===== src/rtl/joy_db15_pkg.sv =====
// Shared definitions for the DB15 joystick serial link, used by both the
// adapter and the host-side receiver.
package joy_db15_pkg;

  localparam int CHAIN_BITS = 32;
  localparam int BIT_CNT_W  = 6;

  // Button layout within a 16-bit player word: LS FEDCBAUDLR (bit0 = R)
  localparam int BTN_RIGHT  = 0;
  localparam int BTN_LEFT   = 1;
  localparam int BTN_DOWN   = 2;
  localparam int BTN_UP     = 3;
  localparam int BTN_A      = 4;
  localparam int BTN_B      = 5;
  localparam int BTN_C      = 6;
  localparam int BTN_D      = 7;
  localparam int BTN_E      = 8;
  localparam int BTN_F      = 9;
  localparam int BTN_START  = 10;
  localparam int BTN_L      = 11;

  typedef logic [BIT_CNT_W-1:0] bit_cnt_t;

  // Wire-level image of both players: active-low, player 1 shifted out first.
  function automatic logic [CHAIN_BITS-1:0] chain_word(input logic [15:0] j1,
                                                       input logic [15:0] j2);
    return ~{j1, j2};
  endfunction

endpackage


===== src/rtl/joy_db15_pin_sync.sv =====
// Multi-flop synchronizer for one asynchronous pin, followed by a single
// edge-detect flop producing a one-cycle pulse on the selected edge.
module pin_sync #(
  parameter int STAGES      = 2,
  parameter bit DETECT_RISE = 1'b1
) (
  input  logic clk_sys,
  input  logic reset,
  input  logic pin,
  output logic level,
  output logic edge_pulse
);

  logic [STAGES-1:0] sync_q;
  logic              prev_q;

  // Reset to the idle-high level so releasing reset never fakes a falling edge.
  always_ff @(posedge clk_sys) begin
    if (reset) begin
      sync_q <= '1;
      prev_q <= 1'b1;
    end else begin
      sync_q <= {sync_q[STAGES-2:0], pin};
      prev_q <= sync_q[STAGES-1];
    end
  end

  assign level      = sync_q[STAGES-1];
  assign edge_pulse = DETECT_RISE ? (level & ~prev_q) : (~level & prev_q);

endmodule


===== src/rtl/joy_db15_adapter.sv =====
// Presents two 16-button pads to a DB15 host as a 32-bit active-low shift
// chain clocked by the host's JOY_CLK/JOY_LOAD pins.
module joy_db15_adapter
  import joy_db15_pkg::*;
#(
  parameter int SYNC_STAGES    = 2,
  parameter int TIMEOUT_CYCLES = 2000000
) (
  input  logic                 clk_sys,
  input  logic                 reset,
  input  logic [15:0]          joystick1,
  input  logic [15:0]          joystick2,
  input  logic                 JOY_CLK,
  input  logic                 JOY_LOAD,
  output logic                 JOY_DATA,
  output logic                 frame_done,
  output logic                 link_active,
  output logic [BIT_CNT_W-1:0] bit_cnt
);

  localparam int       IDLE_W   = $clog2(TIMEOUT_CYCLES + 1);
  localparam [IDLE_W-1:0] IDLE_MAX = IDLE_W'(TIMEOUT_CYCLES);
  localparam bit_cnt_t FULL_CNT = BIT_CNT_W'(CHAIN_BITS);
  localparam bit_cnt_t LAST_CNT = BIT_CNT_W'(CHAIN_BITS - 1);

  logic                  clk_level;
  logic                  clk_rise;
  logic                  load_level;
  logic                  load_fall;
  logic [CHAIN_BITS-1:0] sr;
  logic [IDLE_W-1:0]     idle_cnt;

  pin_sync #(.STAGES(SYNC_STAGES), .DETECT_RISE(1'b1)) u_clk_sync (
    .clk_sys    (clk_sys),
    .reset      (reset),
    .pin        (JOY_CLK),
    .level      (clk_level),
    .edge_pulse (clk_rise)
  );

  pin_sync #(.STAGES(SYNC_STAGES), .DETECT_RISE(1'b0)) u_load_sync (
    .clk_sys    (clk_sys),
    .reset      (reset),
    .pin        (JOY_LOAD),
    .level      (load_level),
    .edge_pulse (load_fall)
  );

  // Load is level-sensitive and dominates any coincident shift edge.
  always_ff @(posedge clk_sys) begin
    if (reset) begin
      sr         <= '1;
      bit_cnt    <= '0;
      frame_done <= 1'b0;
    end else begin
      frame_done <= 1'b0;
      if (!load_level) begin
        sr      <= chain_word(joystick1, joystick2);
        bit_cnt <= '0;
      end else if (clk_rise && clk_level) begin
        sr <= {sr[CHAIN_BITS-2:0], 1'b1};
        if (bit_cnt != FULL_CNT) begin
          bit_cnt <= bit_cnt + 1'b1;
        end
        if (bit_cnt == LAST_CNT) begin
          frame_done <= 1'b1;
        end
      end
    end
  end

  // Host watchdog: each load edge restarts the idle window.
  always_ff @(posedge clk_sys) begin
    if (reset) begin
      idle_cnt    <= '0;
      link_active <= 1'b0;
    end else if (load_fall) begin
      idle_cnt    <= '0;
      link_active <= 1'b1;
    end else if (idle_cnt != IDLE_MAX) begin
      idle_cnt <= idle_cnt + 1'b1;
      if (idle_cnt == IDLE_MAX - 1'b1) begin
        link_active <= 1'b0;
      end
    end
  end

  assign JOY_DATA = sr[CHAIN_BITS-1];

endmodule


===== config.mk =====
export PLATFORM = sky130hd
export DESIGN_NAME = joy_db15_adapter
export DESIGN_NICKNAME = d
export VERILOG_FILES = /design/src/rtl/joy_db15_pkg.sv /design/src/rtl/joy_db15_pin_sync.sv /design/src/rtl/joy_db15_adapter.sv
export SDC_FILE = /design/constraint.sdc
export NUM_CORES = 1
export LEC_CHECK = 0
export ABC_AREA = 1
export BUFFER_PORTS_ARGS = -buffer_cell sky130_fd_sc_hd__buf_2
export CORE_MARGIN = 4
export CORE_UTILIZATION = 50
export CTS_BUF_LIST = sky130_fd_sc_hd__clkbuf_8 sky130_fd_sc_hd__clkbuf_16
export DETAILED_ROUTE_END_ITERATION = 16
export HOLD_SLACK_MARGIN = 0.1
export PLACE_DENSITY = 0.75
export SLEW_MARGIN = 20
export SYNTH_ARGS = -nofsm -noshare
export SYNTH_HDL_FRONTEND = slang
export SYNTH_SLANG_ARGS = --single-unit

===== constraint.sdc =====
create_clock -name clk_sys -period 1.3 [get_ports clk_sys]
set_clock_uncertainty 0.2 [all_clocks]
set_input_delay 0.195 -clock clk_sys [delete_from_list [all_inputs] [get_ports clk_sys]]
set_output_delay 0.195 -clock clk_sys [all_outputs]
set_load 0.02 [all_outputs]

== After elaboration in Yosys (flattened, before gate mapping) ==
Cells that the tools add are included.

* Output and inout port bits: 9
* RAM bits: 0
* Latch bits: 0
* Word-level logic and storage cells: 36
* Memories kept: 0
* Bits of input ports: 36
* Register bits after elaboration: 67
* Memory bits (read-only): 0

* Equality and inequality tests: 5
* Order comparisons: 0
* Shift operators: 0
* Reductions and logical operators: 8
* Multiply operators: 0
* Muxes and demuxes: 6
* Add/sub/neg operators: 2
* Bitwise gates (word level): 6
* Divide/modulo/power cells: 0

{| class="wikitable"
|+ Operator list
! cell !! count
|-
| $mux 32 || 2
|-
| $not 32->32 || 1
|-
| $add 21x1->21 const B || 1
|-
| $eq 21x21->1 const B || 1
|-
| $ne 21x21->1 const B || 1
|-
| $add 6x1->6 const B || 1
|-
| $eq 6x5->1 const B || 1
|-
| $ne 6x6->1 const B || 1
|-
| $mux 1 || 4
|-
| $reduce_and 2->1 || 2
|-
| $reduce_bool 2->1 || 2
|-
| $reduce_or 2->1 || 2
|-
| $not 1->1 || 3
|-
| $reduce_or 3->1 || 1
|-
| $and 1x1->1 || 2
|-
| $ne 2x2->1 const B || 1
|-
| $logic_and 1x1->1 || 1
|}

== Logic depth before layout (Yosys ltp) ==
* Depth after elaboration: 5
* Depth in mapped cells: 8
* Gate-level depth less buffers: 8

== Hierarchy ==
Synthesis repeated with hierarchy kept, for this count alone.

* Cell total of the unflattened synthesis: 404
* Area, all modules: 3017.9 sq um

{| class="wikitable"
|+ Modules (own cells, without submodules)
! module !! seq. area each (sq um) !! instances !! area an instance (sq um) !! cells each
|-
| joy_db15_adapter || 1221.2 || 1 || 2831.5 || 381
|-
| pin_sync (u_load_sync) || 60.1 || 1 || 93.8 || 12
|-
| pin_sync (u_clk_sync) || 60.1 || 1 || 92.6 || 11
|}

== Worst setup path before layout ==
No wires, ideal clock.

* Kind: register to register
* Start: register bit_cnt[0]
* End: register bit_cnt[3]
* Cell stages (with the launch flop): 9
* Slack: -275 ps
* Period minus slack after synthesis: 1575 ps
* Data required time: 985 ps
* Arrival time: 1260 ps
* Setup time: 115 ps
* Cell sequence: dfxtp_1 -> inv_1 -> ha_1 -> nand3_1 -> nand2_1 -> inv_1 -> nand3_1 -> nand2_1 -> nor2_1

* Longest elaborated chain between the ends: 2
* Elaborated cells between the ends (all ways): 3
* Those cells by class: 1 x add/sub; 1 x eq/ne; 1 x reduce/logical

{| class="wikitable"
|+ RTL lines
! item !! RTL line !! source
|-
| start: declaration || joy_db15_adapter.sv:18 || <nowiki>output logic [BIT_CNT_W-1:0] bit_cnt</nowiki>
|-
| start signal: assignment || joy_db15_adapter.sv:63 || <nowiki>bit_cnt <= bit_cnt + 1'b1;</nowiki>
|-
| parallel branches: the longest is 2 deep, another holds $add 6x1->6 || n/a ||
|}

Several ways; the timed one is not identified.
A chain may end at the register's enable or synchronous reset.

== Worst setup path after layout ==
* Start: register idle_cnt[0]
* End: register idle_cnt[5]

* Longest elaborated chain between the ends: 1
* Elaborated cells between the ends (all ways): 2
* Those cells by class: 1 x add/sub; 1 x eq/ne

{| class="wikitable"
|+ RTL lines
! item !! RTL line !! source
|-
| start: declaration || joy_db15_adapter.sv:31 || <nowiki>logic [IDLE_W-1:0] idle_cnt;</nowiki>
|-
| start signal: assignment || joy_db15_adapter.sv:81 || <nowiki>idle_cnt <= idle_cnt + 1'b1;</nowiki>
|-
| $add 21x1->21 or $ne 21x21->1 (tied branches) || joy_db15_adapter.sv:81, joy_db15_adapter.sv:80 ||
|}

Parallel ways exist; a longest one is shown, timed or not.

==> impl_results.md <==
- Status: complete, but fails checks
- Failing checks: negative setup slack
- Fill count: roughly 170
- Slew Limit Headroom: 72.9%
- CP max FO: 4
- Most instantiated library cell after synthesis: nand2_1
- Post-synthesis adder-cell area fraction: between 1.5 and 2%
- Fin worst setup slack: -0.379 ns
- Num rows: 27
- Total number of yosys warnings: 0
- # H-tree levels: 3
- Routed WL: about 15000 um
- Placement Setup Slack: -0.151 ns
- Critical Path RT: 1.37 ns
- First DRT Iteration DRCs: 488
- Final #Nets: 568
- Cell Area, Placed: 3620 sq um
- Fmax: about 0.60 GHz
- Min-delay worst type: primary input to register
- Initial antenna violation count: 0
- RSZ-0062 raised after global routing: true
- First-pass GRT wire length: 13500 um
- Area delta synth->final: 74.1%
- Min Tclk post-route: 1.68 ns
- Worst-Margin Slew: 0.407 ns
- Worst-path clk slew: around 0.090 ns
- Post-Syn Area per Cell: between 7 and 8 sq um
- Crit path arrival time: 1.75 ns
- CP Launch Point: idle_cnt[0]
- Die Y: around 86 um
- Total grt overflow: 0
- Multi-input logic area: 2170 sq um
- TNS Setup: -12.69 ns
- Chip width: about 86 um
- Clk sinks: 67
- CTS max path bufs: 2
- Fraction of registers with async set/reset: 0%
- Largest family of logic cells by synthesized area: simple AND/OR/NAND/NOR gates
- Final Hold Viols: 0
- Synth unique cells: 27
- Vias in the first global route: just over 3000
- Post-DP HPWL: roughly 4800 um
- Antenna Nets Post-Route: 0
- Final Max Slew Viols: 0
- Period utilisation layout: 129%
- Routed length per instance: approximately 25 um
- Starting Density: between 50 and 60%
- Vias: around 4000
- Post-Synth XOR/XNOR Area: 0.292%
- CTS tree: built
- Port Buffers: 44
- Leakage: between 2 and 2.5 nW
- Yosys reg bits: 67
- CTS root buf: clkbuf_8
- Mux contribution to synthesized area: 0%
- Dpl cells: around 540
- Clk Latency, worst-skew pair: ~0.35 ns
- Mapped Cells: 391
- Post-Synthesis Cell Area: 3000 sq um
- Diodes inserted: 0
- Hold Crit Start: reset
- # IOs: 45
- Post-synth EDFFs: 0
- CP Launch Type: register
- Post-route insts no fill: 604
- Compound-cell area share of the yosys netlist: around 16%
- Share of post-route cells with drive strength above 1: 54.3%
- FF+latch area: approximately 1400 sq um
- Share of the synthesized area in the top cell type: between 40% and 50%
- Die footprint: 7310 sq um
- Vias per cell: 6.56
- Final setup violation count: 64
- Largest net degree at the start of global routing: 32
- GP Congestion: a little under 0.8
- CP Capture Type: register
- Worst hold margin: approximately 0.2 ns
- GR Util All Layers: approximately 23%
- Cell accounting for the most synthesized area: dfxtp_1
- Core Region: between 5000 and 6000 sq um
- Simple-gate share of the synthesized area: just over 30%
- Peak VDD IR: roughly 1.2 mV
- First-pass detailed-route iteration total: 8
- DR DRC count: 0
- Worst r2r src: idle_cnt[0]
- Design area: 5230 sq um
- Total CTS buffers: 9
- Most frequent cells after synthesis: nand2_1 (127), dfxtp_1 (67), o2111ai_1 (31)
- Pwr dens: roughly 960 nW/um^2
- Synth Flop Type: dfxtp_1
- Top cells by area, synth: dfxtp_1 (45%), nand2_1 (16%), o2111ai_1 (9.0%)
- Critical path class: register to register
- Max-cap violation count: 0
- Post-Syn Nets: 431
- Sequential area share after synthesis: between 40% and 50%
## path summary, 6_finish.rpt
kind                      endpoint  slack [ns]  depth (start not counted)
max                    idle_cnt[5]       -0.38                          7
min                     frame_done        0.20                          4
max reg2reg            idle_cnt[5]       -0.38                          7
min reg2reg  u_load_sync.sync_q[1]        0.24                          1
## state kept, by name, indices dropped and copies added, names as in the netlist
signal              cells
u_load_sync.prev_q      1
bit_cnt                 6
u_load_sync.sync_q      2
idle_cnt               21
link_active             1
u_clk_sync.sync_q       2
frame_done              1
u_clk_sync.prev_q       1
sr                     32
## critical path, stage by stage, from the launching register on
cell	delay, ns
dfxtp_2	0.39
nand2_1	0.12
nor2_4	0.25
inv_2	0.10
nor2_2	0.12
inv_1	0.09
or2_0	0.23
a21oi_1	0.13
## cell families after synthesis
family,after synthesis
buffers and inverters,48
adders and majority gates,4
and+or+nand+nor,203
AOI/OAI and AO/OA,68
DFF,67
xor gates and xnor gates,1
## per-layer routing
| layer | wire length (um) | part of all wire, % | vias up | global-route usage, % |
|---|---|---|---|---|
| li1 | - | - | 1591 | - |
| met1 | 4900 | 33 | 1788 | 27.6 |
| met2 | 6910 | 46 | 411 | 38.2 |
| met3 | 1580 | 11 | 170 | 5.00 |
| met4 | 1630 | 11 | 0 | 11.1 |
| met5 | 0 | 0 | - | 0 |
## repair_timing
item	4_1_cts	5_1_grt
pin swaps	12	34
endpoints found under the hold margin	40	8
setup buffers	5	8
hold buffers	34	1
endpoints found under the setup margin	40	66
gates resized for setup	37	187
cloned	1	5
## area by class of cell
cell class	instances	share of cell area, %
clock buffers	10	2.63
clock inverters	5	1.48
inverters	33	2.85
multi-input cells	277	41.5
flip-flops and latches	67	26.3
well taps	72	1.72
repair buffers	140	23.5
## layout by cell type (no fill, tap or decap), types with 3 or more instances in the layout
cell type	instances
nand2_1	68
dfxtp_1	49
buf_4	43
buf_2	37
dlygate4sd3_1	35
nand2_4	33
o2111ai_2	29
nand2_2	27
inv_1	24
nor2_1	19
a21oi_2	15
buf_6	15
a21oi_1	14
dfxtp_2	13
clkbuf_8	10
nor2_4	9
nand3_1	9
inv_2	6
nand3_2	6
nor2_2	6
or2_2	5
nand3b_1	5
nand4_1	5
dfxtp_4	5
o21ai_0	4
or2_0	4
buf_12	4
o21ai_2	3
clkbuf_16	3
buf_8	3
## power breakdown
part           switching [mW]  internal (mW)  total [mW]
logic                   0.397          0.347       0.744
registers               0.116           2.13        2.25
clock network           0.903           1.12        2.02
## metrics by stage
| step | total power [mW] | utilization [%] |
|---|---|---|
| finish | 5.02 | 92.2 |
| global route | 5.11 | 92.2 |
| detailed placement | 2.57 | 63.8 |
| floorplan | 2.43 | - |
| global placement | 2.55 | 63.8 |
| CTS | 4.53 | 76.4 |
Power figures use the tool's default switching activity.
